<file path="config.mk">
export PLATFORM = sky130hd
export DESIGN_NAME = mem_access_flat
export DESIGN_NICKNAME = d
export VERILOG_FILES = /design/src/rtl/mem_access_if.sv /design/src/rtl/mem_access.sv /design/src/flat_wrapper.sv
export SDC_FILE = /design/constraint.sdc
export NUM_CORES = 1
export LEC_CHECK = 0
export CAP_MARGIN = 10
export CORE_AREA = 2 2 84 167
export CTS_CLUSTER_SIZE = 24
export DETAILED_ROUTE_END_ITERATION = 16
export DIE_AREA = 0 0 86 169
export PLACE_DENSITY = 0.8
export SLEW_MARGIN = 20
export SYNTH_ARGS = -nofsm -noshare
export SYNTH_HDL_FRONTEND = slang
export SYNTH_SLANG_ARGS = --single-unit
</file>
<file path="constraint.sdc">
create_clock -name clk -period 1.9 [get_ports clk]
set_input_delay 0.285 -clock clk [delete_from_list [all_inputs] [get_ports clk]]
set_output_delay 0.285 -clock clk [all_outputs]
set_load 0.02 [all_outputs]
</file>
<file path="src/rtl/mem_access_if.sv">
// Bundle of the execute-side handshake, the data-memory req/ack port and the
// writeback record seen by the mem_access stage.
interface mem_access_if #(
   parameter int REG_SIZE = 32
);
   // Execute -> stage uses valid/ready: a transfer happens on any rising clk edge
   // where ex_valid && ex_ready. Memory uses req/ack: the request and its payload
   // are held until the edge where mem_ack is sampled high with mem_req high.
   logic                    ex_valid;
   logic                    ex_ready;
   logic [REG_SIZE-1:0]     ex_alu_out;
   logic                    ex_overflow;
   logic [REG_SIZE-1:0]     ex_store_data;
   logic [2:0]              ex_memop;
   logic [4:0]              ex_rd;
   logic                    ex_regwrite;

   logic                    mem_req;
   logic                    mem_we;
   logic [REG_SIZE-1:0]     mem_addr;
   logic [REG_SIZE/8-1:0]   mem_be;
   logic [REG_SIZE-1:0]     mem_wdata;
   logic                    mem_ack;
   logic [REG_SIZE-1:0]     mem_rdata;

   logic                    wb_valid;
   logic [4:0]              wb_rd;
   logic                    wb_regwrite;
   logic [REG_SIZE-1:0]     wb_data;
   logic                    wb_exc;

   // master: the mem_access stage itself
   modport master (
      input  ex_valid, ex_alu_out, ex_overflow, ex_store_data, ex_memop, ex_rd, ex_regwrite,
      output ex_ready,
      output mem_req, mem_we, mem_addr, mem_be, mem_wdata,
      input  mem_ack, mem_rdata,
      output wb_valid, wb_rd, wb_regwrite, wb_data, wb_exc
   );

   // slave: execute stage, data memory and writeback consumer around it
   modport slave (
      output ex_valid, ex_alu_out, ex_overflow, ex_store_data, ex_memop, ex_rd, ex_regwrite,
      input  ex_ready,
      input  mem_req, mem_we, mem_addr, mem_be, mem_wdata,
      output mem_ack, mem_rdata,
      input  wb_valid, wb_rd, wb_regwrite, wb_data, wb_exc
   );
endinterface

</file>
<file path="src/rtl/mem_access.sv">
// Memory-access pipeline stage: forwards ALU results, runs byte/word loads and
// stores over a req/ack port, and emits one registered writeback record per op.
module mem_access #(
   parameter int REG_SIZE = 32
) (
   input  logic          clk,
   input  logic          reset,
   mem_access_if.master  bus,
   output logic          dbg_state
);
   localparam int LANES  = REG_SIZE / 8;
   localparam int LANE_W = $clog2(LANES);

   localparam logic [2:0] OP_LDB = 3'd1;
   localparam logic [2:0] OP_LDW = 3'd2;
   localparam logic [2:0] OP_STB = 3'd3;
   localparam logic [2:0] OP_STW = 3'd4;

   typedef enum logic {
      IDLE   = 1'b0,
      ACCESS = 1'b1
   } state_t;

   state_t state, state_n;

   // memory port registers
   logic                mem_req_q, mem_req_n;
   logic                mem_we_q, mem_we_n;
   logic [REG_SIZE-1:0] mem_addr_q, mem_addr_n;
   logic [LANES-1:0]    mem_be_q, mem_be_n;
   logic [REG_SIZE-1:0] mem_wdata_q, mem_wdata_n;

   // instruction context held across the access
   logic [2:0]          op_q, op_n;
   logic [4:0]          rd_q, rd_n;
   logic                regwrite_q, regwrite_n;
   logic [LANE_W-1:0]   lane_q, lane_n;

   // writeback record registers
   logic                wb_valid_q, wb_valid_n;
   logic [4:0]          wb_rd_q, wb_rd_n;
   logic                wb_regwrite_q, wb_regwrite_n;
   logic [REG_SIZE-1:0] wb_data_q, wb_data_n;
   logic                wb_exc_q, wb_exc_n;

   // decode of the op currently offered by execute
   logic                ex_is_load, ex_is_store, ex_is_word, ex_misaligned;
   logic [LANE_W-1:0]   ex_lane;
   logic [7:0]          ld_byte;

   assign ex_lane       = bus.ex_alu_out[LANE_W-1:0];
   assign ex_is_load    = (bus.ex_memop == OP_LDB) || (bus.ex_memop == OP_LDW);
   assign ex_is_store   = (bus.ex_memop == OP_STB) || (bus.ex_memop == OP_STW);
   assign ex_is_word    = (bus.ex_memop == OP_LDW) || (bus.ex_memop == OP_STW);
   assign ex_misaligned = ex_is_word && (ex_lane != '0);

   // byte lane k of the returned word is bits [8k+7:8k]
   assign ld_byte = bus.mem_rdata[{lane_q, 3'b000} +: 8];

   always_ff @(posedge clk) begin
      if (reset) begin
         state         <= IDLE;
         mem_req_q     <= 1'b0;
         mem_we_q      <= 1'b0;
         mem_addr_q    <= '0;
         mem_be_q      <= '0;
         mem_wdata_q   <= '0;
         op_q          <= '0;
         rd_q          <= '0;
         regwrite_q    <= 1'b0;
         lane_q        <= '0;
         wb_valid_q    <= 1'b0;
         wb_rd_q       <= '0;
         wb_regwrite_q <= 1'b0;
         wb_data_q     <= '0;
         wb_exc_q      <= 1'b0;
      end else begin
         state         <= state_n;
         mem_req_q     <= mem_req_n;
         mem_we_q      <= mem_we_n;
         mem_addr_q    <= mem_addr_n;
         mem_be_q      <= mem_be_n;
         mem_wdata_q   <= mem_wdata_n;
         op_q          <= op_n;
         rd_q          <= rd_n;
         regwrite_q    <= regwrite_n;
         lane_q        <= lane_n;
         wb_valid_q    <= wb_valid_n;
         wb_rd_q       <= wb_rd_n;
         wb_regwrite_q <= wb_regwrite_n;
         wb_data_q     <= wb_data_n;
         wb_exc_q      <= wb_exc_n;
      end
   end

   always_comb begin
      state_n       = state;
      mem_req_n     = mem_req_q;
      mem_we_n      = mem_we_q;
      mem_addr_n    = mem_addr_q;
      mem_be_n      = mem_be_q;
      mem_wdata_n   = mem_wdata_q;
      op_n          = op_q;
      rd_n          = rd_q;
      regwrite_n    = regwrite_q;
      lane_n        = lane_q;
      wb_valid_n    = 1'b0;
      wb_rd_n       = wb_rd_q;
      wb_regwrite_n = wb_regwrite_q;
      wb_data_n     = wb_data_q;
      wb_exc_n      = wb_exc_q;

      case (state)
         IDLE: begin
            if (bus.ex_valid) begin
               if (bus.ex_overflow || ex_misaligned) begin
                  // faulting op never reaches memory; report the ALU value/address
                  wb_valid_n    = 1'b1;
                  wb_rd_n       = bus.ex_rd;
                  wb_regwrite_n = 1'b0;
                  wb_data_n     = bus.ex_alu_out;
                  wb_exc_n      = 1'b1;
               end else if (ex_is_load || ex_is_store) begin
                  state_n     = ACCESS;
                  mem_req_n   = 1'b1;
                  mem_we_n    = ex_is_store;
                  mem_addr_n  = {bus.ex_alu_out[REG_SIZE-1:LANE_W], {LANE_W{1'b0}}};
                  mem_be_n    = ex_is_word ? {LANES{1'b1}}
                                           : ({{(LANES-1){1'b0}}, 1'b1} << ex_lane);
                  if (!ex_is_store)
                     mem_wdata_n = '0;
                  else if (ex_is_word)
                     mem_wdata_n = bus.ex_store_data;
                  else
                     mem_wdata_n = {LANES{bus.ex_store_data[7:0]}};
                  op_n        = bus.ex_memop;
                  rd_n        = bus.ex_rd;
                  regwrite_n  = bus.ex_regwrite;
                  lane_n      = ex_lane;
               end else begin
                  wb_valid_n    = 1'b1;
                  wb_rd_n       = bus.ex_rd;
                  wb_regwrite_n = bus.ex_regwrite;
                  wb_data_n     = bus.ex_alu_out;
                  wb_exc_n      = 1'b0;
               end
            end
         end

         ACCESS: begin
            if (bus.mem_ack) begin
               state_n    = IDLE;
               mem_req_n  = 1'b0;
               wb_valid_n = 1'b1;
               wb_rd_n    = rd_q;
               wb_exc_n   = 1'b0;
               case (op_q)
                  OP_LDW: begin
                     wb_data_n     = bus.mem_rdata;
                     wb_regwrite_n = regwrite_q;
                  end
                  OP_LDB: begin
                     wb_data_n     = {{(REG_SIZE-8){ld_byte[7]}}, ld_byte};
                     wb_regwrite_n = regwrite_q;
                  end
                  default: begin
                     wb_data_n     = '0;
                     wb_regwrite_n = 1'b0;
                  end
               endcase
            end
         end

         default: state_n = IDLE;
      endcase
   end

   assign bus.ex_ready    = (state == IDLE);
   assign bus.mem_req     = mem_req_q;
   assign bus.mem_we      = mem_we_q;
   assign bus.mem_addr    = mem_addr_q;
   assign bus.mem_be      = mem_be_q;
   assign bus.mem_wdata   = mem_wdata_q;
   assign bus.wb_valid    = wb_valid_q;
   assign bus.wb_rd       = wb_rd_q;
   assign bus.wb_regwrite = wb_regwrite_q;
   assign bus.wb_data     = wb_data_q;
   assign bus.wb_exc      = wb_exc_q;
   assign dbg_state       = (state == ACCESS);
endmodule
</file>
<file path="src/flat_wrapper.sv">
// flat-port wrapper written by rule: the top's interface ports become plain ports
module mem_access_flat 
#(
   parameter int REG_SIZE = 32
)
  (clk, reset, dbg_state, bus_ex_valid, bus_ex_alu_out, bus_ex_overflow, bus_ex_store_data, bus_ex_memop, bus_ex_rd, bus_ex_regwrite, bus_ex_ready, bus_mem_req, bus_mem_we, bus_mem_addr, bus_mem_be, bus_mem_wdata, bus_mem_ack, bus_mem_rdata, bus_wb_valid, bus_wb_rd, bus_wb_regwrite, bus_wb_data, bus_wb_exc);
  mem_access_if #(.REG_SIZE(REG_SIZE)) bus_i ();
  input  logic clk;
  input  logic reset;
  output logic dbg_state;
  input wire logic [$bits(bus_i.ex_valid)-1:0] bus_ex_valid;
  input wire logic [$bits(bus_i.ex_alu_out)-1:0] bus_ex_alu_out;
  input wire logic [$bits(bus_i.ex_overflow)-1:0] bus_ex_overflow;
  input wire logic [$bits(bus_i.ex_store_data)-1:0] bus_ex_store_data;
  input wire logic [$bits(bus_i.ex_memop)-1:0] bus_ex_memop;
  input wire logic [$bits(bus_i.ex_rd)-1:0] bus_ex_rd;
  input wire logic [$bits(bus_i.ex_regwrite)-1:0] bus_ex_regwrite;
  output wire logic [$bits(bus_i.ex_ready)-1:0] bus_ex_ready;
  output wire logic [$bits(bus_i.mem_req)-1:0] bus_mem_req;
  output wire logic [$bits(bus_i.mem_we)-1:0] bus_mem_we;
  output wire logic [$bits(bus_i.mem_addr)-1:0] bus_mem_addr;
  output wire logic [$bits(bus_i.mem_be)-1:0] bus_mem_be;
  output wire logic [$bits(bus_i.mem_wdata)-1:0] bus_mem_wdata;
  input wire logic [$bits(bus_i.mem_ack)-1:0] bus_mem_ack;
  input wire logic [$bits(bus_i.mem_rdata)-1:0] bus_mem_rdata;
  output wire logic [$bits(bus_i.wb_valid)-1:0] bus_wb_valid;
  output wire logic [$bits(bus_i.wb_rd)-1:0] bus_wb_rd;
  output wire logic [$bits(bus_i.wb_regwrite)-1:0] bus_wb_regwrite;
  output wire logic [$bits(bus_i.wb_data)-1:0] bus_wb_data;
  output wire logic [$bits(bus_i.wb_exc)-1:0] bus_wb_exc;
  assign bus_i.ex_valid = bus_ex_valid;
  assign bus_i.ex_alu_out = bus_ex_alu_out;
  assign bus_i.ex_overflow = bus_ex_overflow;
  assign bus_i.ex_store_data = bus_ex_store_data;
  assign bus_i.ex_memop = bus_ex_memop;
  assign bus_i.ex_rd = bus_ex_rd;
  assign bus_i.ex_regwrite = bus_ex_regwrite;
  assign bus_ex_ready = bus_i.ex_ready;
  assign bus_mem_req = bus_i.mem_req;
  assign bus_mem_we = bus_i.mem_we;
  assign bus_mem_addr = bus_i.mem_addr;
  assign bus_mem_be = bus_i.mem_be;
  assign bus_mem_wdata = bus_i.mem_wdata;
  assign bus_i.mem_ack = bus_mem_ack;
  assign bus_i.mem_rdata = bus_mem_rdata;
  assign bus_wb_valid = bus_i.wb_valid;
  assign bus_wb_rd = bus_i.wb_rd;
  assign bus_wb_regwrite = bus_i.wb_regwrite;
  assign bus_wb_data = bus_i.wb_data;
  assign bus_wb_exc = bus_i.wb_exc;
  mem_access #(.REG_SIZE(REG_SIZE)) u_core (.clk(clk), .reset(reset), .bus(bus_i), .dbg_state(dbg_state));
endmodule
</file>
**Word-level counts from Yosys, hierarchy flattened**

Index checks and enable logic that the tools add are counted.

- Logic and storage cells: 80
- Input bits: 110
- Flip-flop bits (word level): 120

- Equal/unequal tests: 11
- Shift operators: 2
- Multiplexer cells: 39
- Bitwise operators: 2
- Reductions and logical operators: 11

Operators with widths:

| kind | count |
|---|---|
| 2-to-1 mux 32 bit | 6 |
| one-hot mux 32 bit (2 select lines) | 2 |
| variable part select 32 x 6 -> 8 bit | 1 |
| 2-to-1 mux 1 bit | 20 |
| 2-to-1 mux 5 bit | 4 |
| one-hot mux 1 bit (2 select lines) | 5 |
| one-hot mux 5 bit (2 select lines) | 1 |
| equality test 3 x 2 -> 1 bit, second input constant | 3 |
| AND reduction 4 bit | 2 |
| equality test 3 x 1 -> 1 bit, second input constant | 2 |
| != test 2 bit, second input constant | 3 |
| logical OR 1 bit | 5 |
| 2-to-1 mux 4 bit | 1 |
| left shift 1 x 2 -> 4 bit, first input constant | 1 |
| equality test 3 bit, second input constant | 1 |
| != test 3 x 2 -> 1 bit, second input constant | 1 |
| AND reduction 3 bit | 1 |
| != test 2 x 1 -> 1 bit, second input constant | 1 |
| NOT 1 bit | 2 |
| nonzero test 2 bit | 1 |
| OR reduction 2 bit | 1 |
| logical AND 1 bit | 1 |

**Logic depth before layout (Yosys ltp)**

Gate-level depths: netlist of run 1.

- Word-level depth: 7
- Depth in mapped cells: 8

**Least setup slack after synthesis of run 1**

OpenSTA, ideal clock, no wires.

- Path kind: register -> register
- From: reg u_core.state, in the netlist u_core.dbg_state
- To: reg u_core.mem_wdata_q[15], in the netlist u_core.bus.mem_wdata[15]
- Data arrival time: 1740 ps
- Path slack: 89 ps
- Setup time: 70 ps
- Cell stages (with the launch flop): 8
- Data required time: 1830 ps
- Path through: dfxtp_1 > buf_2 > or3b_1 > o21ba_2 > buf_2 > buf_2 > o211ai_1 > a21oi_1

- Longest elaborated chain between the ends: 2

RTL lines:

| item | RTL line | source |
|---|---|---|
| start, declared | mem_access.sv:24 | `state_t state, state_n;` |
| start signal, assigned | mem_access.sv:78 | `state <= state_n;` |
| NOT 1 bit | - |  |
| AND reduction 4 bit (no line) | - |  |
| end signal, assigned | mem_access.sv:83 | `mem_wdata_q <= mem_wdata_n;` |
| end, declared | mem_access.sv:31 | `logic [REG_SIZE-1:0] mem_wdata_q, mem_wdata_n;` |

No other way between the ends.
A chain may end at the register's enable or synchronous reset.

**Worst setup path after layout of run 1**

- From: in bus_ex_alu_out[0]
- To: reg u_core.mem_wdata_q[23], in the netlist u_core.bus.mem_wdata[23]

- Longest elaborated chain between the ends: 5

RTL lines:

| item | RTL line | source |
|---|---|---|
| start, declared | flat_wrapper.sv:12 | `input wire logic [$bits(bus_i.ex_alu_out)-1:0] bus_ex_alu_out;` |
| nonzero test 2 bit | mem_access.sv:55 | `assign ex_misaligned = ex_is_word && (ex_lane != '0);` |
| logical AND 1 bit | mem_access.sv:55 |  |
| logical OR 1 bit | mem_access.sv:116 | `if (bus.ex_overflow \|\| ex_misaligned) begin` |
| NOT 1 bit (no line) | - |  |
| AND reduction 4 bit (no line) | - |  |

No other way between the ends.

==> results of run 1 <==
## state kept, by name (all words and copies together), names as in the netlist
name                    cells
u_core.lane_q               2
u_core.dbg_state            1
u_core.bus.wb_rd            5
u_core.bus.wb_exc           1
u_core.bus.mem_addr        30
u_core.bus.wb_valid         1
u_core.bus.wb_data         32
u_core.bus.mem_req          1
u_core.bus.wb_regwrite      1
u_core.op_q                 3
u_core.rd_q                 5
u_core.regwrite_q           1
u_core.bus.mem_we           1
u_core.bus.mem_be           4
u_core.bus.mem_wdata       32
## critical path: stages
cell             delay (ns)
clkdlybuf4s50_1        0.61
nor4b_2                0.10
buf_4                  0.15
a211oi_4               0.41
buf_6                  0.27
o21ai_0                0.14
a21oi_1                0.18
## final cells by class
type | instances | area (sq um) | area share, %
Multi-Input combinational cell | 483 | 3110 | 34.5
Tap cell | 155 | 194 | 2.15
Clock buffer | 20 | 447 | 4.96
Clock inverter | 12 | 174 | 1.93
Inverter | 4 | 15.0 | 0.167
Timing Repair Buffer | 260 | 2670 | 29.6
Sequential cell | 120 | 2400 | 26.7
## metrics by stage
| stage | std cells | total power, mW |
|---|---|---|
| floorplan | 685 | 3.34 |
| global placement | 1022 | 3.99 |
| detailed placement | 1022 | 4.01 |
| CTS | 1054 | 7.40 |
| global route | 1054 | 7.64 |
| finish | 1054 | 7.37 |
## kinds of logic (layout without fill, tap and decap cells)
group / after synthesis / after routing / synth area share (%)
compound gates: 245 / 245 / 26.0
other cells: 1 / 2 / 0.0642
simple gates: 175 / 175 / 16.0
flops: 120 / 120 / 41.1
buf+inv: 82 / 296 / 6.30
mux: 59 / 59 / 10.2
xor+xnor: 2 / 2 / 0.300
## cells in the final DEF (no fill, tap or decap), types with 2 or more instances in the layout
cell type,netlist,routed
o211ai_1,24,24
o22a_1,7,7
o21ai_0,76,76
mux2i_1,54,54
inv_1,2,2
a21oi_1,87,87
o221ai_1,25,25
buf_12,0,13
clkinvlp_4,0,4
a311oi_1,3,3
clkbuf_1,54,2
nand2b_1,4,4
nor2_1,13,12
nor3b_1,26,25
o21a_1,8,8
nor2b_1,3,2
buf_6,3,2
buf_4,5,27
bufinv_16,0,4
conb_1,1,2
mux2_2,4,4
dfxtp_1,120,119
nand3_1,49,49
and2_1,25,25
clkdlybuf4s50_1,0,217
clkbuf_16,0,17
a211o_1,8,7
clkinv_2,0,3
nand2_1,47,47
## path summary, 6_finish.rpt
path | start | endpoint | depth (start not counted)
hold / removal | reset | u_core.bus.wb_data[6] | 4
setup reg to reg | u_core.op_q[2] | u_core.bus.wb_data[2] | 5
setup / recovery | bus_ex_alu_out[0] | u_core.bus.mem_wdata[23] | 7
hold reg to reg | u_core.bus.wb_data[31] | u_core.bus.wb_data[31] | 2
## per-layer routing
metal  part of all wire, %  routed length [microns]
met5                     0                        0
met4                   2.1                      415
met3                   8.1                     1620
met2                    50                    10000
met1                    40                     8060
## timing repair
| action | CTS | global route |
|---|---|---|
| endpoints found under the setup margin | 1 | 45 |
| resized for setup | 1 | 4 |
| hold endpoints to repair | 0 | 0 |
| hold buffers | 0 | 0 |
## power by group
group	total (mW)	internal, mW	switching, mW
sequential	2.68	2.62	0.0617
combinational	1.29	0.636	0.658
clock	3.39	2.23	1.17
==> summary.md, run 1 <==
| Metric | Value |
|---|---|
| Max-slew violations | 0 |
| Met2 Usage GRT | 45.9% |
| Die width | 86 microns |
| Sequential fraction of the synthesis area | 41.1% |
| Number of fill cells | 1090 |
| CP Class | input pin to flip-flop |
| DR WL/cell | 19.1 microns |
| Power per cell area | 818 nW/um^2 |
| Count leader, synth | dfxtp_1 |
| VDD IR-drop max | 676 uV |
| Final HPWL DP | 14000 microns |
| Vias in the first global route | 6175 |
| Final Skew | 0.00859 ns |
| Final layout net count | 996 |
| Top-area cell type share of the netlist area | 41.1% |
| Placement Setup Slack | -0.331 ns |
| Top post-synthesis cells by count | 120 x dfxtp_1, 87 x a21oi_1, 76 x o21ai_0 |
| Status | finished clean |
| Grt ovf | 0 |
| Area Growth Syn to Fin | 54.3% |
| Core area | 13300 sq um |
| N_diodes | 0 |
| Rows | 60 |
| Die H | 169 microns |
| DRC violation count after routing | 0 |
| Final-report setup violation count | 0 |
| Fin crit period | 1.83 ns |
| Req. time, crit path | 2.22 ns |
| Num CTS Buffers | 17 |
| Vias per inst | 5.88 |
| Yosys top cell by area | dfxtp_1 |
| Design area | 9010 sq um |
| Clock Sink Count | 120 |
| Hold WC Path Type | input pin to flip-flop |
| Pre-antenna DRT Iters | 7 |
| Crit. End Element | flip-flop |
| Io pins | 222 |
| I/O Buffers | 219 |
| Yosys warning count | 0 |
| Clock latency on the worst-skew pair | 0.41 ns |
| Post-Synthesis Cells | 684 |
| First-pass GRT wire length | 31800 microns |
| Initial drt markers | 450 |
| Top FF cell, synth | dfxtp_1 |
| Final WS setup | 0.0730 ns |
| Ys async rst share | 0% |
| Startpoint types | input pin |
| Setup TNS | 0 ns |
| WL final | 20100 microns |
| Reg clk slew, reported paths | 0.06 ns |
| Fmax | 0.547 GHz |
| Layout cell share with drive strength beyond 1 | 10.0% |
| Min Hold Slack | 0.298 ns |
| Routability Congestion | 0.942 |
| Worst-path fanout max | 26 |
| #FFs+latches synth | 120 |
| Die ar. | 14500 sq um |
| Post-CTS Setup Inserts | 0 |
| Total GRT Usage | 27.4% |
| Crit share post-route | 96.2% |
| Final hold vios | 0 |
| Leak | 3.19 nW |
| Via count | 6202 |
| Netlist cell types | 43 |
| Mean post-synth cell area | 8.54 sq um |
| Mapped Area | 5840 sq um |
| CTS tree | yes |
| Max-Cap Viols | 0 |
| Top cells by area, synth | dfxtp_1 41%, mux2i_1 9.3%, a21oi_1 7.5% |
| RSZ-0062 raised after global routing | false |
| Clock Path Buffers | 2 |
| Post-synth EDFFs | 0 |
| M3 GR Usage | 7.56% |
| Root cell of the clock tree | clkbuf_16 |
| R2R Setup Slk | 0.08 ns |
| Placed Area | 8380 sq um |
| Initial antenna violation count | 0 |
| Largest net degree at the start of global routing | 92 |
| Met1 Usage GRT | 33.5% |
| Final ANT Viol Nets | 0 |
| CP arrival | 2.15 ns |
| Final core occ | 67.8% |
| H-Tree Depth | 4 |
| Global route hottest layer | met2 |
| Starting Density | 43.9% |
No activity file was read; power rests on OpenSTA's default activity.
==> inputs of run 2 (changes only) <==
--- a/config.mk
+++ b/config.mk
@@ -5,12 +5,11 @@
 export SDC_FILE = /design/constraint.sdc
 export NUM_CORES = 1
 export LEC_CHECK = 0
-export CAP_MARGIN = 10
-export CORE_AREA = 2 2 84 167
+export CORE_AREA = 2 2 89 176
 export CTS_CLUSTER_SIZE = 24
 export DETAILED_ROUTE_END_ITERATION = 16
-export DIE_AREA = 0 0 86 169
-export PLACE_DENSITY = 0.8
+export DIE_AREA = 0 0 91 178
+export PLACE_DENSITY = 0.76
 export SLEW_MARGIN = 20
 export SYNTH_ARGS = -nofsm -noshare
 export SYNTH_HDL_FRONTEND = slang
==> constraint.sdc (replaced) <==
create_clock -name clk -period 1.66 [get_ports clk]
set_input_delay 0.249 -clock clk [delete_from_list [all_inputs] [get_ports clk]]
set_output_delay 0.249 -clock clk [all_outputs]
set_load 0.02 [all_outputs]
==> run 2 against run 1 <==
The run now ends with negative setup slack left; cell count increased by 6.6%; utilization decreased by 3.3 points; flip-flop and latch count unchanged; register-to-register slack got worse by 0.09 ns; worst setup slack got worse by 0.079 ns; via count increased by 1.2%; critical path depth decreased by 2; non-clock buffer count increased by 30; combinational power increased by 28%; sequential power increased by 15%; largest cell class unchanged.
==> summary.md, run 2 (synthesis gave the netlist of run 1 again) <==
| Metric | Value |
|---|---|
| Initial antenna violation count | 0 (unchanged) |
| Final-report setup violation count | 4 (was 0) |
| CP Class | flip-flop to flip-flop (was input pin to flip-flop) |
| Area Growth Syn to Fin | 63.9% (was 54.3%) |
| Max-Cap Viols | 0 (unchanged) |
| Number of fill cells | 1270 (was 1090) |
| N_diodes | 0 (unchanged) |
| Max-slew violations | 0 (unchanged) |
| Via count | 6275 (was 6202) |
| DRC violation count after routing | 0 (unchanged) |
| DR WL/cell | 19.6 microns (was 19.1 microns) |
| Rows | 63 (was 60) |
| Vias in the first global route | 6400 (was 6175) |
| Die ar. | 16200 sq um (was 14500 sq um) |
| RSZ-0062 raised after global routing | true (was false) |
| Most frequent cells in the layout | 188 x clkdlybuf4s50_1, 117 x dfxtp_1, 86 x a21oi_1, 67 x o21ai_0, 54 x mux2i_1 (was 217 x clkdlybuf4s50_1, 119 x dfxtp_1, 87 x a21oi_1, 76 x o21ai_0, 54 x mux2i_1) |
| Crit. End Element | flip-flop (unchanged) |
| Startpoint types | flip-flop (was input pin) |
| Initial drt markers | 291 (was 450) |
| Pre-antenna DRT Iters | 4 (was 7) |
| Grt ovf | 0 (unchanged) |
| Final WS setup | -0.00623 ns (was 0.0730 ns) |
| Reg area | 2410 sq um (was 2400 sq um) |
| Routability Congestion | 0.873 (was 0.942) |
| Total GRT Usage | 26.1% (was 27.4%) |
| Final layout net count | 1026 (was 996) |
| Num CTS Buffers | 17 (unchanged) |
| I/O Buffers | 219 (unchanged) |
| Placed Area | 8770 sq um (was 8380 sq um) |
| Final Skew | 0.0108 ns (was 0.00859 ns) |
| Final ANT Viol Nets | 0 (unchanged) |
| Leak | 3.73 nW (was 3.19 nW) |
| Failing checks | negative setup slack |
| Clock latency on the worst-skew pair | 0.41 ns (about the same) |
| Clock Path Buffers | 2 (unchanged) |
| WL final | 22000 microns (was 20100 microns) |
| VDD IR-drop max | 687 uV (was 676 uV) |
| Fin crit period | 1.67 ns |
| Starting Density | 39.4% (was 43.9%) |
| Core area | 14800 sq um (was 13300 sq um) |
| Leading cell type in the layout, fill and taps excluded | clkdlybuf4s50_1 (unchanged) |
| Vias per inst | 5.58 (was 5.88) |
| Fmax | 0.600 GHz |
| Io pins | 222 (unchanged) |
| Root cell of the clock tree | clkbuf_16 (unchanged) |
| Final HPWL DP | 15800 microns (was 14000 microns) |
| Clock Sink Count | 120 (unchanged) |
| Die H | 178 microns (was 169 microns) |
| Hold WC Path Type | input pin to flip-flop (unchanged) |
| Non-Filler Instances | 1124 (was 1054) |
| Status | finished with violations (was finished clean) |
| CP arrival | 2.00 ns (was 2.15 ns) |
| Min Hold Slack | 0.312 ns (was 0.298 ns) |
| CTS tree | yes (unchanged) |
| Req. time, crit path | 1.99 ns (was 2.22 ns) |
| Power per cell area | 880 nW/um^2 (was 818 nW/um^2) |
| Largest net degree at the start of global routing | 67 (was 92) |
| Design area | 9570 sq um (was 9010 sq um) |
| Die width | 91 microns (was 86 microns) |
| Worst-path fanout max | 25 (was 26) |
| First-pass GRT wire length | 33100 microns (was 31800 microns) |
| H-Tree Depth | 4 (unchanged) |
| Layout cell share with drive strength beyond 1 | 15.3% (was 10.0%) |
| Multi-input gate area | 3250 sq um (was 3110 sq um) |
| Placed cells | 1087 (was 1022) |
| Reg clk slew, reported paths | 0.06 ns (about the same) |
| Final hold vios | 0 (unchanged) |
| Crit share post-route | 100% |
-- run 2: changes by cell type in the layout (fill, tap and decap cells not counted), moves of 6 or more --
cell | previous run | this run
buf_12 | 13 | 19
buf_4 | 27 | 44
clkdlybuf4s50_1 | 217 | 188
dlygate4sd2_1 | 1 | 12
dlymetal6s2s_1 | 0 | 18
o21ai_0 | 76 | 67
o21ai_1 | 0 | 8
o221ai_1 | 25 | 13
o221ai_2 | 0 | 12
-- run 2: stage by stage --
stage / utilization (%) / TNS [ns] / setup slack, ns / total power [mW]
final: 64.6 / -0.0153 / -0.00623 / 8.42
after global routing: 64.6 / -1.31 / -0.0987 / 8.73
after CTS: 63.3 / -0.110 / -0.0258 / 8.41
after detailed placement: 59.2 / -46.51 / -0.467 / 4.71
after global placement: 59.2 / -43.15 / -0.429 / 4.70
after floorplan: - / -0.503 / -0.0453 / 3.85
-- run 2: cell type report --
cell class              count  share of cell area (%)
well taps                 195                    2.55
inverters                   4                   0.157
clock buffers              17                    4.45
multi-input cells         483                    34.0
flip-flops and latches    120                    25.1
clock inverters            15                    1.75
repair buffers            290                    32.0
-- run 2: layer usage --
layer / wire (microns) / vias up / global-route usage [%]
met5: 0 / - / 0
met4: 1310 / 0 / 16.5
met3: 1170 / 68 / 5.32
met2: 12000 / 278 / 48.2
met1: 7560 / 2963 / 26.1
li1: - / 2966 / -
-- run 2: worst paths after layout --
check | startpoint | endpoint | slack [ns] | cells after the start
hold reg to reg | u_core.bus.wb_regwrite | u_core.bus.wb_regwrite | 0.46 | 2
setup reg to reg | u_core.lane_q[1] | u_core.bus.wb_data[20] | -0.006 | 5
hold / removal | bus_ex_memop[2] | u_core.op_q[2] | 0.31 | 4
setup / recovery | u_core.lane_q[1] | u_core.bus.wb_data[20] | -0.006 | 5
-- run 2: power breakdown --
group / total, mW / internal [mW] / switching (mW) / leakage, nW
registers: 3.07 / 3.00 / 0.0690 / 0.978
clock network: 3.70 / 2.24 / 1.46 / 0.279
logic: 1.65 / 0.827 / 0.823 / 2.47
total: 8.42 / 6.07 / 2.35 / 3.73
-- run 2: critical path, stage by stage (launching register included) --
cell and delay (ns):
dfxtp_2 0.32, or4b_4 0.56, o221ai_4 0.21, buf_12 0.22
o221ai_1 0.14, mux2i_1 0.15
-- run 2: what timing repair did --
action,CTS,global route
gates cloned,0,2
buffers inserted,0,3
endpoints found under the setup margin,52,114
hold buffers,0,0
endpoints found under the hold margin,0,0
gates resized for setup,19,40
pin swaps,2,15
==> inputs of run 3 (changes only) <==
--- a/config.mk
+++ b/config.mk
@@ -9,7 +9,7 @@
 export CTS_CLUSTER_SIZE = 24
 export DETAILED_ROUTE_END_ITERATION = 16
 export DIE_AREA = 0 0 91 178
-export PLACE_DENSITY = 0.76
+export PLACE_DENSITY = 0.85
 export SLEW_MARGIN = 20
 export SYNTH_ARGS = -nofsm -noshare
 export SYNTH_HDL_FRONTEND = slang
==> run 3 against run 2 <==
The flow still finishes with violations (negative setup slack); sequential share of layout area rose by 0.45 points; cell count decreased by 0.89%; flip-flop and latch count unchanged; clock power hardly changed; worst setup slack got worse by 0.0092 ns; via count about the same; sequential power barely moved; critical path type unchanged; largest power group unchanged.
==> summary.md, run 3 (synthesis gave the netlist of run 1 again) <==
| Metric | Value |
|---|---|
| Most frequent cells in the layout | 190 x clkdlybuf4s50_1, 118 x dfxtp_1, 87 x a21oi_1, 76 x o21ai_0, 54 x mux2i_1 (was 188 x clkdlybuf4s50_1, 117 x dfxtp_1, 86 x a21oi_1, 67 x o21ai_0, 54 x mux2i_1) |
| VDD IR-drop max | 723 uV (was 687 uV) |
| Leading cell type in the layout, fill and taps excluded | clkdlybuf4s50_1 (unchanged) |
| Fin crit period | 1.68 ns (was 1.67 ns) |
| Initial drt markers | 394 (was 291) |
| I/O Buffers | 219 (unchanged) |
| Startpoint types | flip-flop (unchanged) |
| CP cell instances | or4b_4, o221ai_4, buf_8, o221ai_2, mux2i_1 (was or4b_4, o221ai_4, buf_12, o221ai_1, mux2i_1) |
| Num CTS Buffers | 17 (unchanged) |
| Setup TNS | -0.0394 ns (was -0.0153 ns) |
| Rows | 63 (unchanged) |
| N_diodes | 0 (unchanged) |
| First-pass GRT wire length | 33500 microns (was 33100 microns) |
| Die ar. | 16200 sq um (unchanged) |
| Critical path's slowest cell | or4b_4 (unchanged) |
| Design area | 9390 sq um (was 9570 sq um) |
| DRC violation count after routing | 0 (unchanged) |
| Clock Path Buffers | 2 (unchanged) |
| Final hold vios | 0 (unchanged) |
| Max incr delay on CP | 0.57 ns (was 0.56 ns) |
| Power per cell area | 888 nW/um^2 (was 880 nW/um^2) |
| CP Class | flip-flop to flip-flop (unchanged) |
| Worst-path fanout max | 11 (was 25) |
| Cell family with most CP delay | simple AND/OR/NAND/NOR gates (unchanged) |
| Final WS setup | -0.0154 ns (was -0.00623 ns) |
| Via count | 6279 (was 6275) |
| Fmax | 0.597 GHz (was 0.600 GHz) |
| Routability Congestion | 0.860 (was 0.873) |
| CTS tree | yes (unchanged) |
| Pre-antenna DRT Iters | 5 (was 4) |
| Clock Sink Count | 120 (unchanged) |
| WP buf/inv | 1 (unchanged) |
| Area Growth Syn to Fin | 60.9% (was 63.9%) |
| Final layout net count | 1016 (was 1026) |
| Grt ovf | 0 (unchanged) |
| Total GRT Usage | 26.4% (was 26.1%) |
| Io pins | 222 (unchanged) |
| Die width | 91 microns (unchanged) |
| Core area | 14800 sq um (unchanged) |
| H-Tree Depth | 4 (unchanged) |
| Vias per inst | 5.64 (was 5.58) |
| Final ANT Viol Nets | 0 (unchanged) |
| Max-Cap Viols | 0 (unchanged) |
| Root cell of the clock tree | clkbuf_16 (unchanged) |
| Final Skew | 0.0139 ns (was 0.0108 ns) |
| Final-report setup violation count | 4 (unchanged) |
| DR WL/cell | 19.6 microns (about the same) |
| Final HPWL DP | 15900 microns (was 15800 microns) |
| Largest net degree at the start of global routing | 43 (was 67) |
| Max-slew violations | 0 (unchanged) |
| Layout cell share with drive strength beyond 1 | 14.7% (was 15.3%) |
| Die H | 178 microns (unchanged) |
| CP arrival | 2.01 ns (was 2.00 ns) |
| WL final | 21800 microns (was 22000 microns) |
| Crit. End Element | flip-flop (unchanged) |
| Req. time, crit path | 2.00 ns (was 1.99 ns) |
| Crit share post-route | 101% (was 100%) |
| Status | finished with violations (unchanged) |
| Reg clk slew, reported paths | 0.06 ns (about the same) |
| Leak | 3.68 nW (was 3.73 nW) |
| Clock latency on the worst-skew pair | 0.41 ns (about the same) |
| Vias in the first global route | 6293 (was 6400) |
| Starting Density | 39.4% (unchanged) |
| Hold WC Path Type | input pin to flip-flop (unchanged) |
| Final core occ | 63.4% (was 64.6%) |
| Hold Buf Count CTS | 0 (unchanged) |
| RSZ-0062 raised after global routing | true (unchanged) |
| Placed Area | 8620 sq um (was 8770 sq um) |
| Failing checks | negative setup slack (unchanged) |
| Min Hold Slack | 0.348 ns (was 0.312 ns) |
| Initial antenna violation count | 0 (unchanged) |
[run 3: changes by cell type in the layout (fill, tap and decap cells not counted), sizes merged, moves of 3 or more]
cell,previous run,this run
dlygate4sd2,12,6
inv,8,5
clkinv,5,8
buf,70,61
dlymetal6s2s,18,21
[run 3: cell type report]
class | instances | area (sq um)
fill | 1253 | 5430
multi-input combinational | 483 | 3280
timing repair buffer | 280 | 2870
sequential | 120 | 2400
clock buffer | 19 | 443
tap | 195 | 244
clock inverter | 13 | 146
inverter | 4 | 15.0
[run 3: path summary, 6_finish.rpt]
kind | startpoint | endpoint | slack [ns] | cells after the start
worst min-delay path | reset | u_core.bus.wb_data[20] | 0.35 | 5
worst max register to register | u_core.lane_q[1] | u_core.bus.wb_data[9] | -0.02 | 5
worst max-delay path | u_core.lane_q[1] | u_core.bus.wb_data[9] | -0.02 | 5
worst min register to register | u_core.bus.mem_req | u_core.bus.mem_req | 0.46 | 2
[run 3: report_power, final]
part           switching (mW)  internal (mW)  leakage (nW)
clock network            1.42           2.27         0.284
registers              0.0653           3.00         0.977
logic                   0.814          0.770          2.42
total                    2.30           6.04          3.68
[run 3: timing repair]
action                                  in CTS  in global routing
pin swaps                                    4                  2
endpoints found under the hold margin        0                  0
resized for setup                           17                 33
endpoints found under the setup margin      46                132
cloned                                       0                  1
buffers inserted                             2                  0
[run 3: worst min-delay path: cells and delay by family]
| kind | cells | cell delay (ns) |
|---|---|---|
| buffers and inverters | 3 | 0.33 |
| AO/OA/AOI/OAI | 1 | 0.07 |
| multiplexers | 1 | 0.06 |
[run 3: metrics by stage]
| step | setup WS [ns] | power, mW | instances |
|---|---|---|---|
| 2_1_floorplan | -0.0453 | 3.85 | 685 |
| 3_3_place_gp | -0.398 | 4.64 | 1079 |
| 3_5_place_dp | -0.448 | 4.66 | 1079 |
| 4_1_cts | -0.0221 | 8.36 | 1113 |
| 5_1_grt | -0.0846 | 8.61 | 1114 |
| 6_report | -0.0154 | 8.34 | 1114 |
[run 3: routing by layer]
metal,up-vias,routed length (microns),track usage [%]
met5,-,0,0
met4,0,1250,16.9
met3,68,1310,4.69
met2,288,11800,48.6
met1,2973,7480,27.1
li1,2950,-,-
